### src/rtl/trig_seq_pkg.sv
// rtl/trig_seq_pkg.sv - State and source-select definitions shared by trig_sequencer
package trig_seq_pkg;

    typedef enum logic [2:0] {
        ST_IDLE     = 3'd0,
        ST_ARMED    = 3'd1,
        ST_WAIT_SEQ = 3'd2,
        ST_HOLDOFF  = 3'd3,
        ST_FIRE     = 3'd4,
        ST_DONE     = 3'd5
    } state_t;

    localparam logic [1:0] SRC_M3     = 2'b00;
    localparam logic [1:0] SRC_TRACE  = 2'b01;
    localparam logic [1:0] SRC_EITHER = 2'b10;
    localparam logic [1:0] SRC_SEQ    = 2'b11;

    // True when an edge arrives on any source the selection listens to.
    // In sequence mode both sources are of interest, so either one counts.
    function automatic logic src_hit(input logic [1:0] sel, input logic m3_edge,
                                     input logic trace_edge);
        logic hit;
        case (sel)
            SRC_M3:    hit = m3_edge;
            SRC_TRACE: hit = trace_edge;
            default:   hit = m3_edge | trace_edge;
        endcase
        return hit;
    endfunction

endpackage

### src/rtl/trig_sequencer_if.sv
// rtl/trig_sequencer_if.sv - Configuration, trigger inputs and status outputs of trig_sequencer
interface trig_sequencer_if #(
    parameter int pCNT_WIDTH  = 16,
    parameter int pFIRE_WIDTH = 8
);
    logic                   I_arm;
    logic [1:0]             I_src_sel;
    logic [pCNT_WIDTH-1:0]  I_holdoff;
    logic [pCNT_WIDTH-1:0]  I_pulse_len;
    logic [pCNT_WIDTH-1:0]  I_window;
    logic [pFIRE_WIDTH-1:0] I_num_trig;
    logic                   I_m3_trig;
    logic                   I_trace_trig;

    logic                   O_trig_out;
    logic                   O_armed;
    logic                   O_capturing;
    logic [2:0]             O_state;
    logic [pFIRE_WIDTH-1:0] O_fire_count;
    logic                   O_missed;

    modport master (
        output I_arm, I_src_sel, I_holdoff, I_pulse_len, I_window, I_num_trig,
               I_m3_trig, I_trace_trig,
        input  O_trig_out, O_armed, O_capturing, O_state, O_fire_count, O_missed
    );

    modport slave (
        input  I_arm, I_src_sel, I_holdoff, I_pulse_len, I_window, I_num_trig,
               I_m3_trig, I_trace_trig,
        output O_trig_out, O_armed, O_capturing, O_state, O_fire_count, O_missed
    );
endinterface

### src/rtl/cdc_sync_edge.sv
// rtl/cdc_sync_edge.sv - Two-flop synchronizer with single-cycle rise/fall pulses
module cdc_sync_edge (
    input  logic clk,
    input  logic resetn,
    input  logic d_async,
    output logic rise,
    output logic fall
);
    logic meta;
    logic sync;
    logic prev;

    // Two synchronizer stages followed by the edge-history register
    always_ff @(posedge clk or negedge resetn) begin
        if (!resetn) begin
            meta <= 1'b0;
            sync <= 1'b0;
            prev <= 1'b0;
        end else begin
            meta <= d_async;
            sync <= meta;
            prev <= sync;
        end
    end

    assign rise = sync & ~prev;
    assign fall = ~sync & prev;
endmodule

### src/rtl/trig_sequencer.sv
// rtl/trig_sequencer.sv - Capture-trigger source select, sequencing, holdoff and pulse shaping
module trig_sequencer #(
    parameter int pCNT_WIDTH  = 16,
    parameter int pFIRE_WIDTH = 8
) (
    input  logic              ext_clock,
    input  logic              resetn,
    trig_sequencer_if.slave   bus
);
    import trig_seq_pkg::*;

    logic arm_rise;
    logic arm_fall;

    cdc_sync_edge u_arm_sync (
        .clk     (ext_clock),
        .resetn  (resetn),
        .d_async (bus.I_arm),
        .rise    (arm_rise),
        .fall    (arm_fall)
    );

    logic [1:0]             sh_src;
    logic [pCNT_WIDTH-1:0]  sh_holdoff;
    logic [pCNT_WIDTH-1:0]  sh_pulse;
    logic [pCNT_WIDTH-1:0]  sh_window;
    logic [pFIRE_WIDTH-1:0] sh_num;

    // Host config is sampled once per arm so live edits cannot disturb a run
    always_ff @(posedge ext_clock or negedge resetn) begin
        if (!resetn) begin
            sh_src     <= '0;
            sh_holdoff <= '0;
            sh_pulse   <= '0;
            sh_window  <= '0;
            sh_num     <= '0;
        end else if (arm_rise) begin
            sh_src     <= bus.I_src_sel;
            sh_holdoff <= bus.I_holdoff;
            sh_pulse   <= bus.I_pulse_len;
            sh_window  <= bus.I_window;
            sh_num     <= bus.I_num_trig;
        end
    end

    logic m3_prev;
    logic trace_prev;
    logic m3_edge;
    logic trace_edge;

    // Previous-edge levels for rising-edge detection of the trigger sources
    always_ff @(posedge ext_clock or negedge resetn) begin
        if (!resetn) begin
            m3_prev    <= 1'b0;
            trace_prev <= 1'b0;
        end else begin
            m3_prev    <= bus.I_m3_trig;
            trace_prev <= bus.I_trace_trig;
        end
    end

    assign m3_edge    = bus.I_m3_trig & ~m3_prev;
    assign trace_edge = bus.I_trace_trig & ~trace_prev;

    state_t                 state, state_nxt;
    logic [pCNT_WIDTH-1:0]  hold_cnt, hold_cnt_nxt;
    logic [pCNT_WIDTH-1:0]  pulse_cnt, pulse_cnt_nxt;
    logic [pCNT_WIDTH-1:0]  win_cnt, win_cnt_nxt;
    logic [pFIRE_WIDTH-1:0] fire_cnt, fire_cnt_nxt;
    logic                   trig, trig_nxt;
    logic                   missed, missed_nxt;

    logic                   qual_hit;
    logic [pFIRE_WIDTH-1:0] fire_cnt_inc;
    logic [pCNT_WIDTH-1:0]  pulse_load;

    assign qual_hit     = src_hit(sh_src, m3_edge, trace_edge);
    assign fire_cnt_inc = (&fire_cnt) ? fire_cnt : fire_cnt + pFIRE_WIDTH'(1);
    // pulse_cnt holds the remaining high cycles after the entering one
    assign pulse_load   = (sh_pulse == '0) ? '0 : sh_pulse - pCNT_WIDTH'(1);

    // Next-state and counter updates; arm_fall overrides everything outside IDLE
    always_comb begin
        logic go;
        go            = 1'b0;
        state_nxt     = state;
        hold_cnt_nxt  = hold_cnt;
        pulse_cnt_nxt = pulse_cnt;
        win_cnt_nxt   = win_cnt;
        fire_cnt_nxt  = fire_cnt;
        trig_nxt      = 1'b0;
        missed_nxt    = missed;

        case (state)
            ST_IDLE: begin
                if (arm_rise) begin
                    state_nxt    = ST_ARMED;
                    fire_cnt_nxt = '0;
                    missed_nxt   = 1'b0;
                end
            end
            ST_ARMED: begin
                if (sh_src == SRC_SEQ) begin
                    if (m3_edge && trace_edge) begin
                        go = 1'b1;
                    end else if (m3_edge) begin
                        state_nxt   = ST_WAIT_SEQ;
                        win_cnt_nxt = sh_window;
                    end
                end else if (qual_hit) begin
                    go = 1'b1;
                end
            end
            ST_WAIT_SEQ: begin
                if (trace_edge) begin
                    go = 1'b1;
                end else if (m3_edge) begin
                    win_cnt_nxt = sh_window;
                end else if (sh_window != '0) begin
                    if (win_cnt == pCNT_WIDTH'(1)) begin
                        state_nxt = ST_ARMED;
                    end else begin
                        win_cnt_nxt = win_cnt - pCNT_WIDTH'(1);
                    end
                end
            end
            ST_HOLDOFF: begin
                missed_nxt = missed | qual_hit;
                if (hold_cnt == '0) begin
                    state_nxt     = ST_FIRE;
                    trig_nxt      = 1'b1;
                    pulse_cnt_nxt = pulse_load;
                end else begin
                    hold_cnt_nxt = hold_cnt - pCNT_WIDTH'(1);
                end
            end
            ST_FIRE: begin
                missed_nxt = missed | qual_hit;
                if (pulse_cnt == '0) begin
                    fire_cnt_nxt = fire_cnt_inc;
                    if (sh_num != '0 && fire_cnt_inc == sh_num) begin
                        state_nxt = ST_DONE;
                    end else begin
                        state_nxt = ST_ARMED;
                    end
                end else begin
                    pulse_cnt_nxt = pulse_cnt - pCNT_WIDTH'(1);
                    trig_nxt      = 1'b1;
                end
            end
            ST_DONE: begin
                state_nxt = ST_DONE;
            end
            default: begin
                state_nxt = ST_IDLE;
            end
        endcase

        if (go) begin
            if (sh_holdoff == '0) begin
                state_nxt     = ST_FIRE;
                trig_nxt      = 1'b1;
                pulse_cnt_nxt = pulse_load;
            end else begin
                state_nxt    = ST_HOLDOFF;
                hold_cnt_nxt = sh_holdoff - pCNT_WIDTH'(1);
            end
        end

        if (arm_fall && state != ST_IDLE) begin
            state_nxt = ST_IDLE;
            trig_nxt  = 1'b0;
        end
    end

    // State, counters and the registered trigger output
    always_ff @(posedge ext_clock or negedge resetn) begin
        if (!resetn) begin
            state     <= ST_IDLE;
            hold_cnt  <= '0;
            pulse_cnt <= '0;
            win_cnt   <= '0;
            fire_cnt  <= '0;
            trig      <= 1'b0;
            missed    <= 1'b0;
        end else begin
            state     <= state_nxt;
            hold_cnt  <= hold_cnt_nxt;
            pulse_cnt <= pulse_cnt_nxt;
            win_cnt   <= win_cnt_nxt;
            fire_cnt  <= fire_cnt_nxt;
            trig      <= trig_nxt;
            missed    <= missed_nxt;
        end
    end

    assign bus.O_trig_out   = trig;
    assign bus.O_armed      = (state == ST_ARMED) || (state == ST_WAIT_SEQ) ||
                              (state == ST_HOLDOFF) || (state == ST_FIRE);
    assign bus.O_capturing  = (state == ST_HOLDOFF) || (state == ST_FIRE);
    assign bus.O_state      = state;
    assign bus.O_fire_count = fire_cnt;
    assign bus.O_missed     = missed;
endmodule

### src/flat_wrapper.sv
// flat-port wrapper written by rule: the top's interface ports become plain ports
module trig_sequencer_flat import trig_seq_pkg::*;
#(
    parameter int pCNT_WIDTH  = 16,
    parameter int pFIRE_WIDTH = 8
)
  (ext_clock, resetn, bus_I_arm, bus_I_src_sel, bus_I_holdoff, bus_I_pulse_len, bus_I_window, bus_I_num_trig, bus_I_m3_trig, bus_I_trace_trig, bus_O_trig_out, bus_O_armed, bus_O_capturing, bus_O_state, bus_O_fire_count, bus_O_missed);
  trig_sequencer_if #(.pCNT_WIDTH(pCNT_WIDTH), .pFIRE_WIDTH(pFIRE_WIDTH)) bus_i ();
  input  logic ext_clock;
  input  logic resetn;
  input wire logic [$bits(bus_i.I_arm)-1:0] bus_I_arm;
  input wire logic [$bits(bus_i.I_src_sel)-1:0] bus_I_src_sel;
  input wire logic [$bits(bus_i.I_holdoff)-1:0] bus_I_holdoff;
  input wire logic [$bits(bus_i.I_pulse_len)-1:0] bus_I_pulse_len;
  input wire logic [$bits(bus_i.I_window)-1:0] bus_I_window;
  input wire logic [$bits(bus_i.I_num_trig)-1:0] bus_I_num_trig;
  input wire logic [$bits(bus_i.I_m3_trig)-1:0] bus_I_m3_trig;
  input wire logic [$bits(bus_i.I_trace_trig)-1:0] bus_I_trace_trig;
  output wire logic [$bits(bus_i.O_trig_out)-1:0] bus_O_trig_out;
  output wire logic [$bits(bus_i.O_armed)-1:0] bus_O_armed;
  output wire logic [$bits(bus_i.O_capturing)-1:0] bus_O_capturing;
  output wire logic [$bits(bus_i.O_state)-1:0] bus_O_state;
  output wire logic [$bits(bus_i.O_fire_count)-1:0] bus_O_fire_count;
  output wire logic [$bits(bus_i.O_missed)-1:0] bus_O_missed;
  assign bus_i.I_arm = bus_I_arm;
  assign bus_i.I_src_sel = bus_I_src_sel;
  assign bus_i.I_holdoff = bus_I_holdoff;
  assign bus_i.I_pulse_len = bus_I_pulse_len;
  assign bus_i.I_window = bus_I_window;
  assign bus_i.I_num_trig = bus_I_num_trig;
  assign bus_i.I_m3_trig = bus_I_m3_trig;
  assign bus_i.I_trace_trig = bus_I_trace_trig;
  assign bus_O_trig_out = bus_i.O_trig_out;
  assign bus_O_armed = bus_i.O_armed;
  assign bus_O_capturing = bus_i.O_capturing;
  assign bus_O_state = bus_i.O_state;
  assign bus_O_fire_count = bus_i.O_fire_count;
  assign bus_O_missed = bus_i.O_missed;
  trig_sequencer #(.pCNT_WIDTH(pCNT_WIDTH), .pFIRE_WIDTH(pFIRE_WIDTH)) u_core (.ext_clock(ext_clock), .resetn(resetn), .bus(bus_i));
endmodule
### config.mk
export PLATFORM = sky130hd
export DESIGN_NAME = trig_sequencer_flat
export DESIGN_NICKNAME = d
export VERILOG_FILES = /design/src/rtl/trig_seq_pkg.sv /design/src/rtl/trig_sequencer_if.sv /design/src/rtl/cdc_sync_edge.sv /design/src/rtl/trig_sequencer.sv /design/src/flat_wrapper.sv
export SDC_FILE = /design/constraint.sdc
export NUM_CORES = 1
export LEC_CHECK = 0
export ABC_AREA = 1
export CAP_MARGIN = 20
export CORE_AREA = 8 8 187 118
export CTS_CLUSTER_DIAMETER = 200
export DETAILED_ROUTE_END_ITERATION = 12
export DIE_AREA = 0 0 195 126
export GPL_TIMING_DRIVEN = 0
export PLACE_DENSITY = 0.65
export SYNTH_ARGS = -nofsm -noshare
export SYNTH_HDL_FRONTEND = slang
export SYNTH_SLANG_ARGS = --single-unit
### constraint.sdc
create_clock -name ext_clock -period 2.8 [get_ports ext_clock]
set_clock_uncertainty 0.15 [all_clocks]
set_input_delay 0.42 -clock ext_clock [delete_from_list [all_inputs] [get_ports ext_clock]]
set_output_delay 0.42 -clock ext_clock [all_outputs]
set_load 0.02 [all_outputs]
# After elaboration in Yosys (flattened, before gate mapping)

Index checks and enable logic that the tools add are counted.

Register bits: 124
Input bits: 63
Output and inout bits: 15
Word-level logic and storage cells: 136

$add $sub $neg: 6
Equality and inequality tests: 27
Multiplexer cells: 51
Bitwise logic cells: 10
Reductions and logical operators: 25

Operator list:

| kind                                                                    | count |
|---|---|
| 16-bit two-way mux                                                      | 16 |
| 16-bit by 1-bit subtractor with 16-bit output (second input constant)   | 5 |
| 16-bit zero test                                                        | 4 |
| 16-bit case mux with 2 select lines                                     | 2 |
| 3-bit two-way mux                                                       | 14 |
| 4-bit by 1-bit != test with 1-bit output (second input constant)        | 7 |
| 8-bit two-way mux                                                       | 3 |
| 3-bit case mux with 6 select lines                                      | 1 |
| 16-bit by 1-bit equality test with 1-bit output (second input constant) | 1 |
| 8-bit case mux with 2 select lines                                      | 1 |
| 16-bit nonzero test                                                     | 1 |
| 4-bit != test (second input constant)                                   | 3 |
| 1-bit two-way mux                                                       | 10 |
| 10-bit AND reduction                                                    | 1 |
| 8-bit by 1-bit adder with 8-bit output (second input constant)          | 1 |
| 8-bit equality test                                                     | 1 |
| 2-bit by 1-bit != test with 1-bit output (second input constant)        | 4 |
| 1-bit case mux with 2 select lines                                      | 4 |
| 8-bit AND reduction                                                     | 1 |
| 8-bit nonzero test                                                      | 1 |
| 7-bit AND reduction                                                     | 1 |
| 3-bit by 2-bit equality test with 1-bit output (second input constant)  | 2 |
| 3-bit equality test (second input constant)                             | 2 |
| 2-bit nonzero test                                                      | 3 |
| other kinds (17)                                                        | 30 |

# Longest topological paths before layout

Depth after elaboration: 9
Mapped depth: 16
Depth with buffers taken out: 15

# Hierarchy

A second synthesis with hierarchy kept.

Cells, all modules: 1041
Area, all modules: 7528.5 sq um

Modules (own cells, without submodules):

| module         | times used | cells each | area an instance (sq um) | sequential area each (sq um) |
|---|---|---|---|---|
| trig_sequencer | 1          | 1034       | 7438.4                   | 3027.9 |
| cdc_sync_edge  | 1          | 7          | 90.1                     | 75.1 |

# Least setup slack after synthesis

Ideal clock, no wire load.

Path type: register to register
Start point: register u_core.sh_holdoff[0]
End point: register u_core.hold_cnt[3]
Setup time: 119 ps
Arrival time: 1760 ps
Required time: 2531 ps
Path slack: 771 ps
Cell stages (with the launch flop): 15
Path buffers: 1
Period minus slack after synthesis: 2029 ps
Cells stage by stage: dfrtp_1 -> inv_1 -> ha_1 -> nand2_4 -> nor2_8 -> nand2_2 -> nor2_4 -> nand2_2 -> nor2_4 -> nand3_4 -> nand2_4 -> inv_4 -> buf_6 -> o22ai_1 -> inv_1

Cells in the longest elaborated chain, start to end: 3
Elaborated cells between the ends (all ways): 4
Those cells by class: add/sub (1); mux (2); reduce/logical (1)

Ends and longest elaborated chain:

| item                                                                              | RTL line                                     | text |
|---|---|---|
| start: declaration                                                                | trig_sequencer.sv:24                         | `logic [pCNT_WIDTH-1:0] sh_holdoff;` |
| start signal: assignment                                                          | trig_sequencer.sv:39                         | `sh_holdoff <= bus.I_holdoff;` |
| 16-bit by 1-bit subtractor with 16-bit output or 16-bit zero test (tied branches) | trig_sequencer.sv:166, trig_sequencer.sv:160 |  |
| 16-bit two-way mux (*)                                                            | trig_sequencer.sv:160                        | `if (sh_holdoff == '0) begin` |
| 16-bit two-way mux (*)                                                            | trig_sequencer.sv:159                        | `if (go) begin` |
| named net u_core.hold_cnt_nxt[3]                                                  | trig_sequencer.sv:66                         | `logic [pCNT_WIDTH-1:0] hold_cnt, hold_cnt_nxt;` |
| end signal: assignment                                                            | trig_sequencer.sv:188                        | `hold_cnt <= hold_cnt_nxt;` |
| end: declaration                                                                  | trig_sequencer.sv:66                         |  |

Mark *: on every way through the listed nets, which the timed path passes. The rest lies on a longest branch.
A chain may end at the register's enable or synchronous reset.

# Final worst setup path

Start point: register u_core.state[1] (netlist: u_core.bus.O_state[1])
End point: output bus_O_capturing

Cells in the longest elaborated chain, start to end: 2
Elaborated cells between the ends (all ways): 3
Those cells by class: eq/ne (2); reduce/logical (1)

Ends and longest elaborated chain:

| item                                                                                  | RTL line              | text |
|---|---|---|
| start: declaration                                                                    | trig_sequencer.sv:65  | `state_t state, state_nxt;` |
| start signal: assignment                                                              | trig_sequencer.sv:187 | `state <= state_nxt;` |
| 3-bit by 2-bit equality test with 1-bit output or 3-bit equality test (tied branches) | trig_sequencer.sv:200 | `assign bus.O_capturing = (state == ST_HOLDOFF) \|\| (state == ST_FIRE);` |
| 1-bit logical OR (*)                                                                  | trig_sequencer.sv:200 |  |
| end: declaration                                                                      | flat_wrapper.sv:21    | `output wire logic [$bits(bus_i.O_capturing)-1:0] bus_O_capturing;` |

Mark *: on every way between the ends. The rest lies on a longest branch, timed or not.

==> metrics.md <==
| Metric | Value |
|---|---|
| Diode count | `0` |
| GP Congestion | `approximately 0.87` |
| CP Max Fanout | `7` |
| Total GRT Usage | `16.51%` |
| Die Width | `just under 200 µm` |
| Vias in the first global route | `around 6300` |
| Pin count of the biggest net entering global routing | `between 70 and 80` |
| CORE AREA | `slightly below 0.02 mm²` |
| Setup crit end kind | `output pin` |
| Final hold viol count | `0` |
| Reg-to-Reg Start | `u_core.u_arm_sync.sync$_DFF_PN0_` |
| First-pass GRT wire length | `about 33000 µm` |
| Post-synthesis area per instance | `7.965 µm²` |
| TritonCTS buffer count | `17` |
| Synth Warn # | `0` |
| WL final | `around 20000 µm` |
| Fin cells | `1285` |
| R2R cell count | `5` |
| M1 WL | `about 10000 µm` |
| Min-Delay Path Class | `reg2reg` |
| Starting Density | `between 30% and 40%` |
| Clk sinks | `between 100 and 150` |
| Syn Inst Count | `between 900 and 1000` |
| Initial DRT Pass Iterations | `5` |
| P_leak | `between 4 and 5 nW` |
| Hold Crit Depth | `0` |
| Ports | `78` |
| Peak Freq | `approximately 400 MHz` |
| TritonCTS clock tree | `yes` |
| Clk root buf | `clkbuf_16` |
| Ys flop type | `dfrtp_1` |
| Fin crit period | `2.517 ns` |
| Crit path launch | `u_core.bus.O_state[1]$_DFFE_PN0P_` |
| Crit path required time | `about 2.2 ns` |
| Synth-to-Final Area Change | `23.97%` |
| Met3 WL | `approximately 1400 µm` |
| H-tree depth | `4` |
| Post-synth EDFFs | `0` |
| Pwr Density | `893.4 mW/mm²` |
| Worst-path clk slew | `around 0.060 ns` |
| Status | `completed` |
| Number of cell rows | `40` |
| PortBufs | `just under 80` |
| Total grt overflow | `0` |
| Initial antenna violation count | `0` |
| Fin Hold WS | `0.2078 ns` |
| DIE AREA | `~0.025 mm²` |
| Max Cap Violations | `0` |
| Die Y-Extent | `126 µm` |
| Final nets | `roughly 1100` |
| Max-slew headroom | `49.81%` |
| RSZ-0062 raised after global routing | `false` |
| Post-route DRC violation count | `0` |
| Syn nets | `about 1000` |
| Routed len/inst | `around 15 µm` |
| Post-Route Setup TNS | `0 ns` |
| R2r setup slk | `about 0.32 ns` |
| Final setup fails | `0` |
| Met2 Wirelength | `8195 µm` |
| Detailed Place HPWL | `between 10000 and 15000 µm` |
| R2R Path End | `u_core.sh_holdoff[6]$_DFFE_PN0P_` |
| VDD IR-drop max | `491.8 µV` |
| Total setup buffers inserted after CTS | `0` |
| Final ANT Viol Nets | `0` |
| Mapped cell area | `approximately 0.0073 mm²` |
| Max-slew violations | `0` |
| Seq/Total Area, Yosys | `around 42%` |
| DRT iter0 DRCs | `~440` |
| Clk Latency, worst-skew pair | `0.43 ns` |
| Worst EP arrival | `1.95 ns` |
| Netlist cell types | `50` |
| Clock Path Buffers | `2` |
| Number of synthesized register bits | `between 100 and 150` |
| Placed cell count | `between 1000 and 1500` |
| Vias | `~6400` |
| CP startpoint kind | `flip-flop` |
| Critical path endpoint | `bus_O_capturing` |
| Vias per cell | `roughly 5` |
| Slew @ Worst Pin | `between 0.7 and 0.8 ns` |
| Uppermost layer routed | `met4` |
| Final period utilization | `about nine tenths` |
| Critical path class | `reg2out` |
| Fraction of registers with async set or reset after synthesis | `100.0%` |
| Share of cells above drive strength 1 | `between 10 and 15%` |
-- timing repair --
action                                  CTS  global route
hold endpoints to repair                 48             0
hold buffers                              1             0
endpoints found under the setup margin    1             1
gates resized for setup                   1             1
-- metal layers --
layer / track usage [%] / up-vias
li1: - / 3226
met1: 24.18 / 3021
met2: 23.18 / 161
met3: 5.133 / 17
met4: 3.819 / 0
met5: 0 / -
-- final cells by class --
type / count / area [µm²]
Sequential cell: 124 / 3103
Timing Repair Buffer: 79 / 810.8
Tap cell: 252 / 315.3
Multi-Input combinational cell: 662 / 3675
Clock buffer: 17 / 425.4
Buffer: 23 / 133.9
Fill cell: 1884 / 10310
Clock inverter: 15 / 209.0
Inverter: 113 / 431.7
-- worst max-delay path, stage by stage, from the launching register on --
cell and delay [ns]:
dfrtp_1 0.38, buf_4 0.18, nor2_1 0.13, inv_2 0.07, nor2_4 0.17, nor2_2 0.09, inv_1 0.15, dlygate4sd2_1 0.36
-- through the flow --
step,worst slack (ns),total power [mW],cell area [µm²],utilization (%)
finish,0.2832,8.133,9104,46.88
global route,0.1412,8.721,9104,46.88
CTS,0.05913,8.164,9101,46.87
detailed placement,0.09635,5.712,8458,43.56
global placement,-3.985,5.638,8429,43.41
floorplan,0.7710,4.834,7343,-
-- power by group --
group / internal (mW) / total, mW / switching [mW]
clock network: 1.51 / 2.42 / 0.913
registers: 2.27 / 2.73 / 0.459
logic: 1.12 / 2.98 / 1.86
-- registers in the layout (all words and copies together), names as in the netlist --
name	cells
u_core.bus.O_fire_count	8
u_core.u_arm_sync.sync	1
u_core.u_arm_sync.meta	1
u_core.trace_prev	1
u_core.sh_pulse	16
u_core.pulse_cnt	16
u_core.sh_holdoff	16
u_core.m3_prev	1
u_core.sh_num	8
u_core.hold_cnt	16
u_core.sh_window	16
u_core.win_cnt	16
u_core.bus.O_missed	1
u_core.u_arm_sync.prev	1
u_core.bus.O_trig_out	1
u_core.bus.O_state	3
u_core.sh_src	2
-- worst min-delay path by stage --
stage | start | end
after global routing | u_core.u_arm_sync.meta$_DFF_PN0_ | u_core.u_arm_sync.sync$_DFF_PN0_
after detailed placement | u_core.u_arm_sync.meta$_DFF_PN0_ | u_core.u_arm_sync.sync$_DFF_PN0_
after floorplan | resetn | u_core.bus.O_fire_count[0]$_DFFE_PN0P_
final | u_core.u_arm_sync.meta$_DFF_PN0_ | u_core.u_arm_sync.sync$_DFF_PN0_
after CTS | u_core.u_arm_sync.meta$_DFF_PN0_ | u_core.u_arm_sync.sync$_DFF_PN0_
after global placement | u_core.u_arm_sync.meta$_DFF_PN0_ | u_core.u_arm_sync.sync$_DFF_PN0_
-- placed cells by master (no fill, tap or decap), types with 4 or more instances in the layout --
cell / count
o22ai_1: 8
nand3_1: 53
nand2_1: 164
o211ai_1: 10
buf_2: 11
bufinv_16: 4
nand2_4: 5
o21ai_0: 40
clkbuf_16: 17
nor2_1: 123
clkdlybuf4s50_1: 74
inv_6: 5
ha_1: 9
xor2_1: 31
nor2_4: 8
clkbuf_1: 5
o21ai_1: 30
mux2_2: 25
inv_2: 13
a21oi_1: 58
nor4_1: 7
nand4_1: 10
inv_1: 97
buf_6: 5
dfrtp_1: 124
xnor2_1: 13
nor2_2: 12
nor3_1: 13
nand2_2: 9
-- logic make-up after synthesis --
| family | count (synthesis) | synth area share (%) |
|---|---|---|
| AND/OR/NAND/NOR | 420 | 26.90 |
| AO/OA/AOI/OAI | 164 | 12.52 |
| buffers and inverters | 136 | 7.702 |
| flip-flops | 124 | 42.26 |
| XOR/XNOR | 44 | 5.248 |
| multiplexers | 25 | 3.834 |
| adder cells (fa/ha/maj) | 9 | 1.534 |
-- synth_stat cells (3+ instances only) --
cell type	instances	area [µm²]
inv_1	97	364.1
buf_2	11	55.05
buf_6	4	45.04
o22ai_1	8	50.05
nor2_2	12	75.07
xor2_1	31	271.5
inv_2	13	48.80
nand2_1	164	615.6
nand2_4	5	56.30
inv_4	3	18.77
o211ai_1	10	75.07
ha_1	9	112.6
nand4_1	10	62.56
mux2_2	25	281.5
nand2_2	9	56.30
a21oi_1	58	290.3
nor2_1	123	461.7
nor3_1	13	65.06
nor4_1	7	43.79
nand3_1	53	265.3
o21ai_1	30	150.1
xnor2_1	13	113.9
a31oi_1	3	18.77
clkbuf_1	5	18.77
dfrtp_1	124	3103
o21ai_0	40	200.2
nor2_4	8	90.09
Power figures use the tool's default switching activity.
